<file path="src/rtl/lbist_pkg.sv">
// lbist_pkg: shared FSM state encoding and popcount helper for the LBIST signature checker
//   ST_IDLE/ST_RUN/ST_DONE  session states
//   popcount()              number of set bits in a vector of up to POP_MAX bits
package lbist_pkg;

    typedef enum logic [1:0] {
        ST_IDLE = 2'd0,
        ST_RUN  = 2'd1,
        ST_DONE = 2'd2
    } state_t;

    localparam int POP_MAX = 256;

    function automatic logic [8:0] popcount(input logic [POP_MAX-1:0] v);
        popcount = '0;
        for (int i = 0; i < POP_MAX; i++)
            popcount = popcount + 9'(v[i]);
    endfunction

endpackage

</file>
<file path="src/rtl/lbist_popcount.sv">
// lbist_popcount: combinational Hamming weight of a WIDTH-bit vector
//   vec  in   WIDTH  vector to count
//   cnt  out  DW     number of ones in vec
module lbist_popcount
    import lbist_pkg::*;
#(
    parameter int WIDTH = 8,
    parameter int DW    = $clog2(WIDTH + 1)
) (
    input  logic [WIDTH-1:0] vec,
    output logic [DW-1:0]    cnt
);

    // Zero-extended into the package helper; the result always fits DW bits.
    assign cnt = DW'(popcount(POP_MAX'(vec)));

endmodule

</file>
<file path="config.mk">
export PLATFORM = sky130hd
export DESIGN_NAME = lbist_popcount
export DESIGN_NICKNAME = d
export VERILOG_FILES = /design/src/rtl/lbist_pkg.sv /design/src/rtl/lbist_popcount.sv
export SDC_FILE = /design/constraint.sdc
export NUM_CORES = 1
export LEC_CHECK = 0
export CAP_MARGIN = 25
export CORE_AREA = 2 2 39 41
export DETAILED_ROUTE_END_ITERATION = 10
export DIE_AREA = 0 0 41 43
export SLEW_MARGIN = 10
export SYNTH_ARGS = -nofsm -noshare
export SYNTH_HDL_FRONTEND = slang
export SYNTH_SLANG_ARGS = --single-unit
export TNS_END_PERCENT = 30
</file>
<file path="constraint.sdc">
create_clock -name vclk -period 10.6
set_input_delay 2.65 -clock vclk [all_inputs]
set_output_delay 2.65 -clock vclk [all_outputs]
set_load 0.005 [all_outputs]
</file>
==> key figures <==
Layout
  – Antenna Cells: 0
  – Share of layout cells above drive strength 1: 0%
  – Layout Nets: 50
  – Post-route cell area: about 320 sq um
  – Reg area: 0 sq um
  – Multi-input logic area: 137.6 sq um
  – Area growth syn-to-layout: 78.32%
  – Clk_buf instances: 0
  – Seq_cells: 0
  – Fillers: roughly 160

Placement
  – Placed Area: between 300 and 400 sq um
  – PortBufs: 12
  – GPL Wtd Cong: 0.4965
  – Hpwl dp: just over 300 microns

Power
  – Power per cell area: 95.18 mW/mm^2
  – Pwr Total: 30.37 uW
  – Leakage: 0.1595 nW
  – Max VDD drop: between 0.02 and 0.025 mV

Global routing
  – Initial antenna violation count: 0
  – Gr ovfl total: 0
  – Largest net degree at the start of global routing: 3
  – First-pass GRT wire length: 469 microns
  – Total track usage: 3.507%
  – Vias in the first global route: 146

Routing
  – DRC: 0
  – Antenna-violating nets left: 0
  – Drt pass-1 iters: 2
  – Mean routed wirelength per cell: 6.531 microns
  – Routed wire length: 320 microns
  – Vias per cell: 3.204
  – 1st-iter DRT viols: 1
  – Via count: 157

Hold path
  – Hold EP: cnt[0]
  – Hold crit path type: primary input to primary output
  – Hold path start: vec[2]
  – WHS Path Cells: 3

Logic synthesis
  – Syn_area_per_cell: between 8 and 9 sq um
  – Mapped Area: ~180 sq um
  – Syn nets: 36
  – Post-synth top area share: 44.76%
  – Synth unique cells: 6
  – Synth area leaders: fa_1, inv_1, ha_1
  – Top cell type by total area after synthesis: fa_1
  – Seq/Total Area, Yosys: 0%
  – Mapped Cells: 21
  – Yosys warning count: 0
  – Synth top cells by count: inv_1, fa_1, ha_1
  – Most frequent cell after synthesis: inv_1

STA
  – Max_slew headroom: 92.06%
  – Final Max Tran Viols: 0
  – Unrepaired setup endpoints after global routing: false
  – FMAX: approximately 0.12 GHz
  – Endpoints failing setup: 0
  – Final min period: ~8.5 ns
  – Setup TNS Final: 0 ns
  – Least-Margin Pin Slew: 0.1182 ns
  – Crit share post-route: 80.51%
  – Tightest hold margin: 6.367 ns
  – Fin. Hold Viols: 0

Critical path
  – CP max-delay cell: fa_1
  – Crit path launch type: primary input
  – Critical-path cell list: clkdlybuf4s50_1 > fa_1 > inv_1 > fa_1 > fa_1 > inv_1 > ha_1 > inv_1 > fa_1 > xnor2_1 > clkdlybuf4s50_1
  – Critical path class: primary input to primary output
  – CP dominant cell by count: fa_1
  – Critical path capture point type: primary output
  – Critical path arrival: 5.88 ns
  – CP max stage delay: 0.53 ns
  – Crit path max fanout: 2
  – Worst EP required: 7.95 ns

Floorplan
  – Placeable Area: 0.001384 sq mm
  – Die span in x: 41 microns
  – Placement row count: 14
  – Num ports: 12
  – Die H: ~43 microns
  – Die area: 0.001763 sq mm
  – Starting density of the core: 12.93%

Run
  – Maxcap violations: 0

Clock tree
  – Post-CTS Hold Buffers: 0
  – Cts repair resizes: 0
  – Post-CTS setup buffer count: 0

Run status
  – Status: complete, no violations
stage by stage:
step | setup slack, ns | util [%] | instances
after floorplan | 3.073 | - | 21
after global placement | 2.044 | 23.06 | 49
after detailed placement | 2.042 | 23.06 | 49
after CTS | 2.035 | 23.06 | 49
after global routing | 1.880 | 23.06 | 49
final | 2.066 | 23.06 | 49
worst max path at each step:
stage | to | depth (start not counted) | slack [ns] | from
6_report | cnt[2] | 11 | 2.07 | vec[0]
5_1_grt | cnt[2] | 11 | 1.88 | vec[0]
4_1_cts | cnt[2] | 11 | 2.03 | vec[0]
3_5_place_dp | cnt[2] | 11 | 2.04 | vec[0]
3_3_place_gp | cnt[2] | 11 | 2.04 | vec[0]
2_1_floorplan | cnt[2] | 9 | 3.07 | vec[0]
logic make-up after synthesis:
| family | Yosys count | share of synthesized area [%] |
|---|---|---|
| adder cells (fa/ha/maj) | 7 | 65.74 |
| AND/OR/NAND/NOR | 1 | 3.499 |
| buffers and inverters | 11 | 23.08 |
| XOR/XNOR | 1 | 4.896 |
| AO/OA/AOI/OAI | 1 | 2.795 |
cells in the final DEF, fill, tap and decap left out:
cell type         n
inv_1            11
clkdlybuf4s50_1  12
fa_1              4
nor2b_1           1
a21oi_1           1
xnor2_1           1
ha_1              3
power by group:
part	internal (mW)	switching, mW
combinational	0.0191	0.0113
sequential	0	0
clock	0	0
total	0.0191	0.0113
layer usage:
layer,wire length [microns],GRT usage [%],vias to the layer above
li1,-,-,80
met1,120,3.514,71
met2,161,7.500,6
met3,39,0,0
met4,0,0,0
met5,0,0,-
final cells by class:
class | count | area share (%)
inverter | 11 | 12.94
multi-input combinational | 10 | 43.14
tap | 16 | 6.275
timing repair buffer | 12 | 37.65
worst max-delay path: cells and delay by family:
family / cells / cell delay, ns
buffers and inverters: 5 / 1.13
XOR/XNOR: 1 / 0.14
adder cells (fa/ha/maj): 5 / 1.98
(Power assumes the default switching activity.)
